### src/rtl/demux_pkg.sv
// Shared types and helpers for the 1-to-4 demux dispatch controller.
package demux_pkg;

  localparam int unsigned NUM_CH = 4;

  typedef logic [1:0] ch_sel_t;

  typedef enum logic {IDLE, HOLD} state_e;

  localparam logic MODE_ADDR = 1'b0;
  localparam logic MODE_RR   = 1'b1;

  function automatic logic [3:0] onehot4(ch_sel_t sel);
    return 4'b0001 << sel;
  endfunction

endpackage

### src/rtl/demux_rr_ptr.sv
// Two-bit round-robin channel pointer; wraps 3 -> 0 on each advance.
module demux_rr_ptr
  import demux_pkg::*;
(
  input  logic    clk,
  input  logic    rst_n,
  input  logic    adv,
  output ch_sel_t ptr
);

  always_ff @(posedge clk) begin
    if (!rst_n) begin
      ptr <= '0;
    end else if (adv) begin
      ptr <= ptr + 2'd1;
    end
  end

endmodule

### src/rtl/demux_dispatch_ctrl.sv
// One-word buffered 1-to-4 dispatch controller with stall timeout.
// Optional per-channel statistics counters under DEMUX_DISPATCH_STATS_EN.
module demux_dispatch_ctrl
  import demux_pkg::*;
#(
  parameter int unsigned DW      = 8,
  parameter int unsigned TIMEOUT = 16,
  parameter int unsigned CW      = 5
) (
  input  logic          clk,
  input  logic          rst_n,
  input  logic          mode,
  input  logic          in_valid,
  output logic          in_ready,
  input  logic [DW-1:0] in_data,
  input  ch_sel_t       in_sel,
  output logic [3:0]    out_valid,
  input  logic [3:0]    out_ready,
  output logic [DW-1:0] out_data,
  output logic          drop,
  output logic          busy
`ifdef DEMUX_DISPATCH_STATS_EN
  ,
  output logic [63:0]   ch_count,
  output logic [15:0]   drop_count
`endif
);

  state_e        state;
  logic [DW-1:0] buf_data;
  ch_sel_t       buf_sel;
  logic [CW-1:0] stall_cnt;
  ch_sel_t       rr_ptr;

  logic    hold;
  logic    sel_ready;
  logic    accept;
  logic    deliver;
  logic    timeout_hit;
  ch_sel_t next_sel;

  always_comb begin
    hold        = (state == HOLD);
    sel_ready   = out_ready[buf_sel];
    // drop is only ever high in IDLE, so this also blocks refill in the drop cycle
    in_ready    = hold ? sel_ready : ~drop;
    accept      = in_valid & in_ready;
    deliver     = hold & sel_ready;
    timeout_hit = (TIMEOUT != 0) && hold && !sel_ready &&
                  (stall_cnt == CW'(TIMEOUT - 1));
    next_sel    = (mode == MODE_RR) ? rr_ptr : in_sel;
  end

  demux_rr_ptr u_rr_ptr (
    .clk   (clk),
    .rst_n (rst_n),
    .adv   (accept && (mode == MODE_RR)),
    .ptr   (rr_ptr)
  );

  always_ff @(posedge clk) begin
    if (!rst_n) begin
      state     <= IDLE;
      buf_data  <= '0;
      buf_sel   <= '0;
      stall_cnt <= '0;
      drop      <= 1'b0;
    end else begin
      drop <= 1'b0;
      if (accept) begin
        state     <= HOLD;
        buf_data  <= in_data;
        buf_sel   <= next_sel;
        stall_cnt <= '0;
      end else if (deliver || timeout_hit) begin
        state     <= IDLE;
        buf_data  <= '0;
        buf_sel   <= '0;
        stall_cnt <= '0;
        drop      <= timeout_hit;
      end else if (hold) begin
        stall_cnt <= stall_cnt + 1'b1;
      end
    end
  end

  always_comb begin
    out_valid = hold ? onehot4(buf_sel) : 4'b0000;
    out_data  = hold ? buf_data : '0;
    busy      = hold;
  end

`ifdef DEMUX_DISPATCH_STATS_EN
  logic [15:0] ch_cnt [NUM_CH];
  logic [15:0] drop_cnt;

  always_ff @(posedge clk) begin
    if (!rst_n) begin
      for (int unsigned i = 0; i < NUM_CH; i++) ch_cnt[i] <= '0;
      drop_cnt <= '0;
    end else begin
      for (int unsigned i = 0; i < NUM_CH; i++) begin
        if (deliver && (buf_sel == ch_sel_t'(i)) && (ch_cnt[i] != 16'hFFFF)) begin
          ch_cnt[i] <= ch_cnt[i] + 16'd1;
        end
      end
      if (timeout_hit && (drop_cnt != 16'hFFFF)) drop_cnt <= drop_cnt + 16'd1;
    end
  end

  assign ch_count   = {ch_cnt[3], ch_cnt[2], ch_cnt[1], ch_cnt[0]};
  assign drop_count = drop_cnt;
`endif

endmodule

### config.mk
export PLATFORM = sky130hd
export DESIGN_NAME = demux_dispatch_ctrl
export DESIGN_NICKNAME = d
export VERILOG_FILES = /design/src/rtl/demux_pkg.sv /design/src/rtl/demux_rr_ptr.sv /design/src/rtl/demux_dispatch_ctrl.sv
export SDC_FILE = /design/constraint.sdc
export NUM_CORES = 1
export LEC_CHECK = 0
export ABC_AREA = 1
export ABC_CLOCK_PERIOD_IN_PS = 1400
export BUFFER_PORTS_ARGS = -buffer_cell sky130_fd_sc_hd__buf_2
export CAP_MARGIN = 20
export CORE_UTILIZATION = 44
export CTS_BUF_LIST = sky130_fd_sc_hd__clkbuf_8 sky130_fd_sc_hd__clkbuf_16
export CTS_CLUSTER_DIAMETER = 150
export DETAILED_ROUTE_END_ITERATION = 16
export HOLD_SLACK_MARGIN = 0.15
export PLACE_DENSITY = 0.83
export SLEW_MARGIN = 5
export SYNTH_ARGS = -nofsm -noshare
export SYNTH_HDL_FRONTEND = slang
export SYNTH_SLANG_ARGS = --single-unit
### constraint.sdc
create_clock -name clk -period 1.4 [get_ports clk]
set_input_delay 0 -clock clk [delete_from_list [all_inputs] [get_ports clk]]
set_output_delay 0 -clock clk [all_outputs]
set_load 0.01 [all_outputs]
Word-level counts from Yosys, hierarchy flattened
Cells that the tools add are included.
{"block": "classes", "mul": 0, "n_div": 0, "n_reduce_logical": 8, "bitwise": 5, "n_lt_le_gt_ge": 1, "n_eq_ne": 1, "n_mux": 12, "n_shift": 1, "n_addsub": 2}
{"operator": "two-way mux 8 bit", "count": 3}
{"operator": "two-way mux 2 bit", "count": 3}
{"operator": "OR reduction 3 bit", "count": 2}
{"operator": "adder 5 x 1 -> 5 bit (second input constant)", "count": 1}
{"operator": "== test 5 x 4 -> 1 bit (second input constant)", "count": 1}
{"operator": "two-way mux 1 bit", "count": 4}
{"operator": "two-way mux 4 bit", "count": 1}
{"operator": "<< shifter 1 x 2 -> 4 bit (first input constant)", "count": 1}
{"operator": "logical AND 1 bit", "count": 3}
{"operator": "less-than comparator 2 x 3 -> 1 bit (second input constant)", "count": 1}
{"operator": "NOT 1 bit", "count": 3}
{"operator": "adder 2 x 1 -> 2 bit (second input constant)", "count": 1}
{"operator": "AND 1 bit", "count": 2}
{"operator": "binary-select mux 1 bit (select 2 bit)", "count": 1}
{"operator": "nonzero test 2 bit", "count": 1}
{"operator": "logical NOT 1 bit", "count": 1}
{"operator": "logical OR 1 bit", "count": 1}
{"block": "word_totals", "mem_bits_rw": 0, "latchBits": 0, "in_bits": 18, "output_inout_bits": 15, "ff_bits": 19, "mem_bits_ro": 0, "n_memories": 0}

Depth between registers and ports, before layout
Gate-level depths: netlist of run 1.
{"block": "depth", "word_depth": 8, "ltp_mapped": 11, "depth_no_buf": 11}

Hierarchy
Synthesis of run 1 repeated with hierarchy kept, for this count alone.
{"block": "hier_totals", "cells_unflattened": 132, "area_unflattened_um2": 908.4}
{"mod": "demux_dispatch_ctrl", "area_per_inst_um2": 835.8, "cells_each": 122, "instances": 1, "seq_area_each_um2": 340.3}
{"mod": "demux_rr_ptr", "area_per_inst_um2": 72.6, "cells_each": 10, "instances": 1, "seq_area_each_um2": 40.0}

Worst setup path before layout of run 1
No wires, ideal clock.
{"block": "synth_path", "path_kind": "register to register", "startpoint": "register stall_cnt[0]", "endpoint": "register buf_sel[0]", "path_stages_with_launch": 8, "n_path_buf": 1, "slack_ns": 0.006, "t_required_ns": 1.342, "arrival_ns": 1.336, "path_cell_list": "dfxtp_1 > ha_1 > and3_1 > ha_1 > o21ai_2 > buf_4 > nand4_1 > nand2_1"}
{"block": "synth_between", "elab_chain_cells": 4}
{"item": "start: declaration", "line_no": "demux_dispatch_ctrl.sv:32", "source": "logic [CW-1:0] stall_cnt;"}
{"item": "start signal: assignment", "line_no": "demux_dispatch_ctrl.sv:82", "source": "stall_cnt <= stall_cnt + 1'b1;"}
{"item": "== test 5 x 4 -> 1 bit", "line_no": "demux_dispatch_ctrl.sv:50", "source": "(stall_cnt == CW'(TIMEOUT - 1));"}
{"item": "logical AND 1 bit", "line_no": "demux_dispatch_ctrl.sv:49", "source": "timeout_hit = (TIMEOUT != 0) && hold && !sel_ready &&"}
{"item": "logical OR 1 bit", "line_no": "demux_dispatch_ctrl.sv:75", "source": "end else if (deliver || timeout_hit) begin"}
{"item": "nonzero test 2 bit (no source line)"}
{"item": "end signal: assignment", "line_no": "demux_dispatch_ctrl.sv:73", "source": "buf_sel <= next_sel;"}
{"item": "end: declaration", "line_no": "demux_dispatch_ctrl.sv:31", "source": "ch_sel_t buf_sel;"}
Every way passes these cells.
A chain may end at the register's enable or synchronous reset.

Final worst setup path of run 1
{"block": "layout_path", "startpoint": "register stall_cnt[0]", "endpoint": "register buf_data[2]"}
{"block": "layout_between", "elab_chain_cells": 4}
{"item": "== test 5 x 4 -> 1 bit", "line_no": "demux_dispatch_ctrl.sv:50"}
{"item": "logical AND 1 bit", "line_no": "demux_dispatch_ctrl.sv:49"}
{"item": "logical OR 1 bit", "line_no": "demux_dispatch_ctrl.sv:75"}
{"item": "nonzero test 2 bit (no source line)"}
{"item": "end signal: assignment", "line_no": "demux_dispatch_ctrl.sv:72", "source": "buf_data <= in_data;"}
{"item": "end: declaration", "line_no": "demux_dispatch_ctrl.sv:30", "source": "logic [DW-1:0] buf_data;"}
Every way passes these cells.

==> metrics.md, run 1 <==
| Metric | Value |
|---|---|
| Status | finished with violations |
| Failing checks | setup timing |
| Initial Util | 48.3% |
| Clock insertion delay at the later pin of the skew report | 0.25 ns |
| Post-DP HPWL | 1580 um |
| Kind of critical path | reg -> reg |
| Slowest CP cell | dfxtp_2 |
| Global-route usage over all layers | 21.2% |
| Share of layout cells above drive strength 1 | 32.8% |
| Crit path max fanout | 8 |
| P&R area growth vs syn | 47.1% |
| F_max | 709 MHz |
| Die Ht | 49.4 um |
| Placed insts | 195 |
| Slew headroom | 79.2% |
| Core Area | 2040 um2 |
| Worst path cell trace | ha_4 -> and3_4 -> ha_4 -> o21ai_4 -> buf_6 -> nand4_1 -> nand2_1 |
| Pre-antenna DRT Iters | 4 |
| Top-area cell type share of the netlist area | 38.5% |
| Final setup margin | -0.0112 ns |
| LEAKAGE | 0.000768 uW |
| Ports | 33 |
| Worst Skew | 0.00137 ns |
| Post-Place Cell Area | 1190 um2 |
| Least-Margin Pin Slew | 0.312 ns |
| IO buf count | 32 |
| Post-synth top area cell | dfxtp_1 |
| Final #Nets | 210 |
| Total vias in the final route | 1048 |
| Crit start category | register |
| Die width | 49.4 um |
| Die Area | 2440 um2 |
| Main area contributors after synthesis | dfxtp_1 (39%), nand2_1 (16%), nand4_1 (8.2%) |
| Prevailing post-synth register cell | dfxtp_1 |
| CP Data Arrival Time | 1.61 ns |
| Power Density | 868 nW/um2 |
| Avg Cell Area, Syn | 7.31 um2 |
| Synthesized area | 987 um2 |
| DR iter-0 viols | 20 |
| Type of the most critical hold path | in -> reg |
| Hold Vio Cnt, Final | 0 |
| WL final | 2560 um |
| EDFF count, synth | 0 |
| Max-cap violation count | 0 |
| Placement Rows | 16 |
| Max-slew violations | 0 |
| Setup crit end kind | register |
| Drt wl/cell | 11.9 um |
| CTS Buf Count | 3 |
| Synth cell types | 27 |
| Cells after Synth | 135 |
| Core Util, Final | 71.1% |
| Clock transition at the registers of the reported paths | 0.07 ns |
| DRC | 0 |
| RD Place Congestion | 0.733 |
| Async S/R FF share, synth | 0% |
| Pre-CTS setup slack | -0.116 ns |
| Peak supply drop | 0.779 mV |
| Vias in the first global route | 931 |
| Final Instance Area | 1450 um2 |
| Period utilization | 101% |
| Mapped Nets | 155 |
| First-pass GRT wire length | 4030 um |
| Yosys Warn Count | 0 |
| Antenna diodes | 0 |
| TritonCTS clock tree | done |
| Worst EP required | 1.60 ns |
| Largest net degree at the start of global routing | 16 |
| RSZ-0062 raised after global routing | true |
| Finished Layout Cells | 216 |
| Vias per inst | 4.85 |
| Antenna violations before repair | 0 |
| Worst path max stage delay | 0.34 ns |
| Tmin final | 1.41 ns |
| Root buffer cell | clkbuf_8 |
| CTS H-Tree Depth | 1 |
| Power, Total | 1260 uW |
| Sequential-to-total area share from yosys stat | 38.5% |
| Remaining global-route overflow | 0 |
| CP dominant cell by count | ha_4 |
| ANT nets after route | 0 |
| Final Setup Violations | 1 |
| CTS Sinks | 19 |
| Register bit total from synthesis | 19 |
| CTS max path bufs | 2 |
metal layers:
layer / global-route usage [%] / routed length, um / share of wire (%)
met3: 2.80 / 122 / 4.8
met1: 26.3 / 1100 / 43
met5: 0 / 0 / 0
met4: 5.88 / 8 / 0.31
met2: 37.9 / 1340 / 52
synthesized netlist by cell type (2+ instances only):
cell / number
nand2_1: 43
dfxtp_1: 19
inv_1: 18
nand4_1: 13
nor2_1: 7
nor3_1: 5
nand2_2: 4
a21oi_1: 2
buf_2: 2
ha_1: 2
nand3_1: 2
o21ai_0: 2
xor2_1: 2
path summary, 6_finish.rpt:
kind                    from         endpoint  slack [ns]  cells after the start
min             out_ready[0]             drop        0.23                      6
max             stall_cnt[0]      buf_data[2]       -0.01                      7
min reg2reg  u_rr_ptr.ptr[0]  u_rr_ptr.ptr[0]        0.46                      2
max reg2reg     stall_cnt[0]      buf_data[2]       -0.01                      7
cells in the final DEF (no fill, tap or decap), types with 2 or more instances in the layout:
| cell | count |
|---|---|
| a21oi_1 | 2 |
| buf_2 | 32 |
| buf_4 | 7 |
| clkbuf_8 | 3 |
| dfxtp_1 | 16 |
| dfxtp_2 | 3 |
| dlygate4sd3_1 | 13 |
| ha_4 | 2 |
| inv_1 | 19 |
| nand2_1 | 43 |
| nand2_2 | 3 |
| nand2_4 | 3 |
| nand3_1 | 2 |
| nand4_1 | 13 |
| nor2_1 | 7 |
| nor3_1 | 5 |
| o21ai_0 | 2 |
| xor2_1 | 2 |
worst max-delay path: cells and delay by family (launching register included):
kind / cells / cell delay, ns
adders and majority gates: 2 / 0.33
AOI/OAI and AO/OA: 1 / 0.16
and+or+nand+nor: 3 / 0.37
buffers and inverters: 1 / 0.15
DFF: 1 / 0.34
power breakdown:
part / internal [uW] / leakage, uW / switching (uW)
Sequential: 571 / 0.000157 / 24.1
Clock: 195 / 0.0000269 / 181
Combinational: 128 / 0.000585 / 162
metrics by stage:
stage | TNS, ns | hold slack (ns)
after global placement | -0.309 | 0.196
after global routing | -0.463 | 0.273
after CTS | 0 | 0.201
final | -0.0112 | 0.229
after floorplan | 0 | 0.111
after detailed placement | -0.817 | 0.202
timing repair:
item,4_1_cts,5_1_grt
pin swaps,3,3
buffers inserted,2,0
endpoints found under the hold margin,13,0
hold buffers,13,0
endpoints found under the setup margin,15,17
cloned,0,2
resized for setup,9,2
registers in the layout (all words and copies together), names as in the netlist:
name,count
buf_data,8
buf_sel,2
busy,1
drop,1
stall_cnt,5
u_rr_ptr.ptr,2
cell type report:
| class | count | area [um2] |
|---|---|---|
| Clock inverter | 1 | 3.75 |
| Inverter | 19 | 71.3 |
| Clock buffer | 3 | 41.3 |
| Timing Repair Buffer | 53 | 354 |
| Fill cell | 165 | 589 |
| Tap cell | 27 | 33.8 |
| Multi-Input combinational cell | 94 | 564 |
| Sequential cell | 19 | 384 |
cells by family after synthesis:
kind of cell	after synthesis	synth area share (%)
simple gates	80	40.8
buf+inv	24	10.9
flops	19	38.5
compound gates	6	3.55
xor+xnor	3	2.66
fa+ha+maj	2	2.53
mux	1	1.01
No activity file was read; power rests on OpenSTA's default activity.
==> run 2: changes to the inputs <==
--- a/config.mk
+++ b/config.mk
@@ -9,12 +9,15 @@
 export ABC_CLOCK_PERIOD_IN_PS = 1400
 export BUFFER_PORTS_ARGS = -buffer_cell sky130_fd_sc_hd__buf_2
 export CAP_MARGIN = 20
-export CORE_UTILIZATION = 44
+export CELL_PAD_IN_SITES_DETAIL_PLACEMENT = 0
+export CELL_PAD_IN_SITES_GLOBAL_PLACEMENT = 1
+export CORE_UTILIZATION = 31
 export CTS_BUF_LIST = sky130_fd_sc_hd__clkbuf_8 sky130_fd_sc_hd__clkbuf_16
 export CTS_CLUSTER_DIAMETER = 150
 export DETAILED_ROUTE_END_ITERATION = 16
 export HOLD_SLACK_MARGIN = 0.15
 export PLACE_DENSITY = 0.83
+export RECOVER_POWER = 25
 export SLEW_MARGIN = 5
 export SYNTH_ARGS = -nofsm -noshare
 export SYNTH_HDL_FRONTEND = slang
==> run 2 against run 1 <==
Net effect:
- the run now ends clean
- power rose by 3.6%
- first-iteration DRC count fell by 15%
- clock skew rose by 0.0026 ns
- utilization fell by 21 points
- hold slack got worse by 0.018 ns
- wire length fell by 0.47%
- final cell count rose by 8.3%
- cell area rose by 5.4%
- clock power rose by 3%
- register-to-register slack improved by 0.03 ns
- clock-buffer cell count did not move
- sequential power barely moved
- critical path type unchanged
- critical endpoint is now buf_sel[1]
- largest cell class unchanged
- highest routed layer unchanged
==> metrics.md, run 2 (synthesis results as in run 1) <==
| Metric | Value |
|---|---|
| Biggest regs | buf_data (8), stall_cnt (5) |
| CP top delay family | simple AND/OR/NAND/NOR gates |
| Max-slew violations | 0 |
| FF+latch area | 388 um2 |
| Crit start category | register |
| IO buf count | 32 |
| Worst path max stage delay | 0.34 ns |
| CP dominant cell by count | ha_4 |
| Remaining global-route overflow | 0 |
| GR Util met2 | 24.6% |
| # fillers | 295 |
| Ports | 33 |
| Die Area | 3410 um2 |
| Least-Margin Pin Slew | 0.295 ns |
| Vias in the first global route | 962 |
| ANT nets after route | 0 |
| CTS H-Tree Depth | 1 |
| Setup crit end kind | register |
| Share of layout cells above drive strength 1 | 36.8% |
| Initial Util | 32.6% |
| Pre-antenna DRT Iters | 4 |
| Top Usage Layer GRT | met2 |
| CP Data Arrival Time | 1.59 ns |
| Antenna violations before repair | 0 |
| Max-cap violation count | 0 |
| Commonest non-fill, non-tap cells in the layout | nand2_1 (35), buf_2 (30), inv_1 (19), dfxtp_1 (15) |
| Worst Skew | 0.00399 ns |
| Antenna diodes | 0 |
| Largest register by flop count | buf_data |
| Hold Vio Cnt, Final | 0 |
| Worst path cell trace | ha_4 -> and3_4 -> ha_4 -> o21ai_4 -> buf_6 -> nand4_1 -> nand2_1 |
| F_max | 724 MHz |
| Tmin final | 1.38 ns |
| Drt wl/cell | 10.9 um |
| Total vias in the final route | 1059 |
| TritonCTS clock tree | done |
| Crit path max fanout | 7 |
| Final #Nets | 211 |
| Die Ht | 58.4 um |
| Worst EP required | 1.61 ns |
| Global-route usage over all layers | 14.2% |
| DRC | 0 |
| Placement Rows | 20 |
| CTS max path bufs | 2 |
| Kind of critical path | reg -> reg |
| CTS Sinks | 19 |
| LEAKAGE | 0.000780 uW |
| Slew headroom | 80.3% |
| RSZ-0062 raised after global routing | true |
| Root buffer cell | clkbuf_8 |
| Clock transition at the registers of the reported paths | 0.07 ns |
| Routing usage on met1 | 15.9% |
| RD Place Congestion | 0.722 |
| Power Density | 853 nW/um2 |
| Core Util, Final | 50.6% |
| Met3 usage | 2.20% |
| Die width | 58.4 um |
| First-pass GRT wire length | 3720 um |
| Largest net degree at the start of global routing | 16 |
| Post-DP HPWL | 1600 um |
| Core Area | 3030 um2 |
| Peak supply drop | 0.407 mV |
| Final Setup Violations | 0 |
| Multi-input logic area | 598 um2 |
| WL final | 2550 um |
| Period utilization | 98.6% |
| Clock insertion delay at the later pin of the skew report | 0.26 ns |
| CTS Buf Count | 3 |
| Total negative slack | 0 ns |
| Worst path bufs/invs | 1 |
| Largest register FFs | 8 |
| Commonest non-fill, non-tap cell in the layout | nand2_1 |
| Type of the most critical hold path | in -> reg |
| Status | finished, final reports clean |
| Vias per inst | 4.53 |
| P&R area growth vs syn | 55.1% |
| DR iter-0 viols | 17 |
| Slowest CP cell | dfxtp_2 |
## run 2: cell count changes in the layout (fill, tap and decap cells not counted)
| cell | change |
|---|---|
| buf_12 | +1 |
| dfxtp_1 | -1 |
| dfxtp_4 | +1 |
| inv_2 | -1 |
| buf_2 | -2 |
| clkbuf_1 | +2 |
| nand2_8 | +1 |
| inv_4 | +1 |
| nand2_1 | -8 |
| nand2_2 | +7 |
## run 2: worst paths after layout
check,start,endpoint,slack (ns),depth (start not counted)
max,stall_cnt[0],buf_sel[1],0.02,7
min,out_ready[1],drop,0.21,6
max reg2reg,stall_cnt[0],buf_sel[1],0.02,7
min reg2reg,u_rr_ptr.ptr[0],u_rr_ptr.ptr[0],0.47,2
## run 2: layer usage
layer,vias up,wire length (um)
met5,-,0
met4,0,82
met3,7,64
met2,18,1320
met1,492,1090
li1,542,-
## run 2: stage by stage
stage,cells,hold slack [ns],area (um2),total power (uW),worst slack [ns]
2_1_floorplan,135,0.111,987,762,0.00629
6_report,234,0.211,1530,1310,0.0193
3_5_place_dp,212,0.200,1210,839,-0.0889
5_1_grt,234,0.239,1530,1370,-0.0414
4_1_cts,229,0.187,1420,1260,0.0222
3_3_place_gp,212,0.200,1210,836,-0.0402
## run 2: final cells by class
class	count	area share [%]
multi-input combinational	94	39.1
sequential	19	25.3
timing repair buffer	54	24.3
inverter	19	4.82
tap	44	3.59
clock buffer	3	2.70
clock inverter	1	0.245
## run 2: where the power goes
group | total (uW) | internal (uW) | leakage, uW | switching [uW]
sequential | 596 | 571 | 0.000157 | 25.5
combinational | 321 | 146 | 0.000596 | 175
clock | 389 | 196 | 0.0000269 | 193
total | 1310 | 913 | 0.000780 | 393
## run 2: tightest hold or removal path, delay by kind of cell
kind / cells / cell delay, ns
buffers and inverters: 1 / 0.08
AND/OR/NAND/NOR: 5 / 0.35
## run 2: repair_timing
action                     4_1_cts  5_1_grt
setup endpoints to repair       15       15
gates cloned                     0        2
hold endpoints to repair        14        0
resized for setup                8       16
pin swaps                        3       17
hold buffers                    13        0
buffers inserted                 0        3
==> run 3: changes to the inputs <==
--- a/config.mk
+++ b/config.mk
@@ -12,7 +12,6 @@
 export CELL_PAD_IN_SITES_DETAIL_PLACEMENT = 0
 export CELL_PAD_IN_SITES_GLOBAL_PLACEMENT = 1
 export CORE_UTILIZATION = 31
-export CTS_BUF_LIST = sky130_fd_sc_hd__clkbuf_8 sky130_fd_sc_hd__clkbuf_16
 export CTS_CLUSTER_DIAMETER = 150
 export DETAILED_ROUTE_END_ITERATION = 16
 export HOLD_SLACK_MARGIN = 0.15
==> run 3 against run 2 <==
Net effect:
- hold slack worse by 0.038 ns
- critical path type unchanged
- fmax is 0.19% higher
- non-clock buffer count is 1 higher
==> metrics.md, run 3 (synthesis results as in run 1) <==
| Metric | Value |
|---|---|
| Hold slack | 0.173 ns |
| IO buf count | 32 |
| Biggest regs | buf_data (8), stall_cnt (5) |
| P&R area growth vs syn | 54.0% |
| CTS Buf Count | 3 |
| Root buffer cell | clkbuf_4 |
| Status | finished, final reports clean |
| CTS max path bufs | 2 |
| Power Density | 791 nW/um2 |
| Ports | 33 |
| Kind of critical path | reg -> reg |
| Drt wl/cell | 10.8 um |
| WL final | 2540 um |
| Slowest CP cell | dfxtp_2 |
| Least-Margin Pin Slew | 0.295 ns |
| CTS Sinks | 19 |
| Worst path cell trace | ha_4 -> and3_4 -> ha_4 -> o21ai_4 -> buf_6 -> nand4_1 -> nand2_1 |
| Crit start category | register |
| ANT nets after route | 0 |
| Largest register by flop count | buf_data |
| Clock insertion delay at the later pin of the skew report | 0.30 ns |
| Tmin final | 1.38 ns |
| Hold Vio Cnt, Final | 0 |
| CP dominant cell by count | ha_4 |
| Post-Place Cell Area | 1210 um2 |
| Commonest non-fill, non-tap cells in the layout | nand2_1 (34), buf_2 (31), inv_1 (18), dfxtp_1 (15), dlygate4sd3_1 (15) |
| Placement Rows | 20 |
| Type of the most critical hold path | in -> reg |
| Total vias in the final route | 1078 |
| Met3 usage | 2.86% |
| RSZ-0062 raised after global routing | true |
| Top Usage Layer GRT | met2 |
| LEAKAGE | 0.000772 uW |
| F_max | 726 MHz |
| Peak supply drop | 0.272 mV |
| Worst path max stage delay | 0.35 ns |
| Post-DP HPWL | 1600 um |
| Period utilization | 98.4% |
| RD Place Congestion | 0.722 |
| First-pass GRT wire length | 3750 um |
| Die Area | 3410 um2 |
| Routing usage on met1 | 15.9% |
| Die Ht | 58.4 um |
| Final #Nets | 212 |
| DR iter-0 viols | 23 |
| Global-route usage over all layers | 14.2% |
| Vias per inst | 4.59 |
| GR Util met2 | 25.0% |
| Clock transition at the registers of the reported paths | 0.11 ns |
| Max-cap violation count | 0 |
| Largest net degree at the start of global routing | 16 |
| Vias in the first global route | 972 |
| Final Instance Area | 1520 um2 |
| DRC | 0 |
| CTS H-Tree Depth | 1 |
| Max-slew violations | 0 |
| Pre-antenna DRT Iters | 4 |
| Final Setup Violations | 0 |
| Share of layout cells above drive strength 1 | 37.2% |
| CP Data Arrival Time | 1.63 ns |
| Remaining global-route overflow | 0 |
| Slew headroom | 80.3% |
| TritonCTS clock tree | done |
| Power, Total | 1200 uW |
| Largest register FFs | 8 |
| Antenna diodes | 0 |
| Die width | 58.4 um |
| Worst Skew | 0.00199 ns |
| Crit path max fanout | 7 |
| Worst EP required | 1.65 ns |
| Antenna violations before repair | 0 |
| Setup crit end kind | register |
| Core Area | 3030 um2 |
| Commonest non-fill, non-tap cell in the layout | nand2_1 |
| Initial Util | 32.6% |
## run 3: changes by cell type in the layout (fill, tap and decap cells not counted), sizes merged
cell         previous run  this run
dlygate4sd3            13        15
inv                    20        19
## run 3: layer usage
layer | share of wire [%] | up-vias
met5 | 0 | -
met4 | 2.5 | 0
met3 | 3.8 | 6
met2 | 53 | 29
met1 | 41 | 499
li1 | - | 544
## run 3: layout make-up
cell class | instances | area, um2
well taps | 44 | 55.1
flip-flops and latches | 19 | 388
fillers | 289 | 1510
inverters | 19 | 73.8
clock buffers | 4 | 26.3
multi-input cells | 94 | 601
repair buffers | 55 | 377
## run 3: path summary, 6_finish.rpt
path,slack [ns],startpoint,cells past startpoint,to
max,0.02,stall_cnt[0],7,buf_data[3]
min,0.17,out_ready[3],6,drop
max reg2reg,0.02,stall_cnt[0],7,buf_data[3]
min reg2reg,0.48,u_rr_ptr.ptr[0],2,u_rr_ptr.ptr[0]
## run 3: critical path, delay by kind of cell, from the launching register on
kind / cells / cell delay [ns]
buf+inv: 1 / 0.15
compound gates: 1 / 0.18
simple gates: 3 / 0.34
fa+ha+maj: 2 / 0.32
flops: 1 / 0.35
## run 3: metrics by stage
stage	setup slack (ns)	instances	TNS [ns]	util [%]
6_report	0.0219	235	0	50.2
5_1_grt	-0.0489	235	-0.351	50.2
4_1_cts	0.0249	231	0	46.9
3_5_place_dp	-0.0889	212	-0.727	40.0
3_3_place_gp	-0.0402	212	-0.293	40.0
2_1_floorplan	0.00629	135	0	-
## run 3: report_power, final
group	total, uW	switching, uW	internal (uW)
sequential	597	25.7	571
clock	286	175	111
combinational	320	176	145
total	1200	376	827
## run 3: repair_timing
item,4_1_cts,5_1_grt
pin swaps,4,22
resized for setup,8,18
hold buffers,15,0
setup endpoints to repair,15,16
endpoints found under the hold margin,19,0
buffers inserted,0,2
cloned,0,2
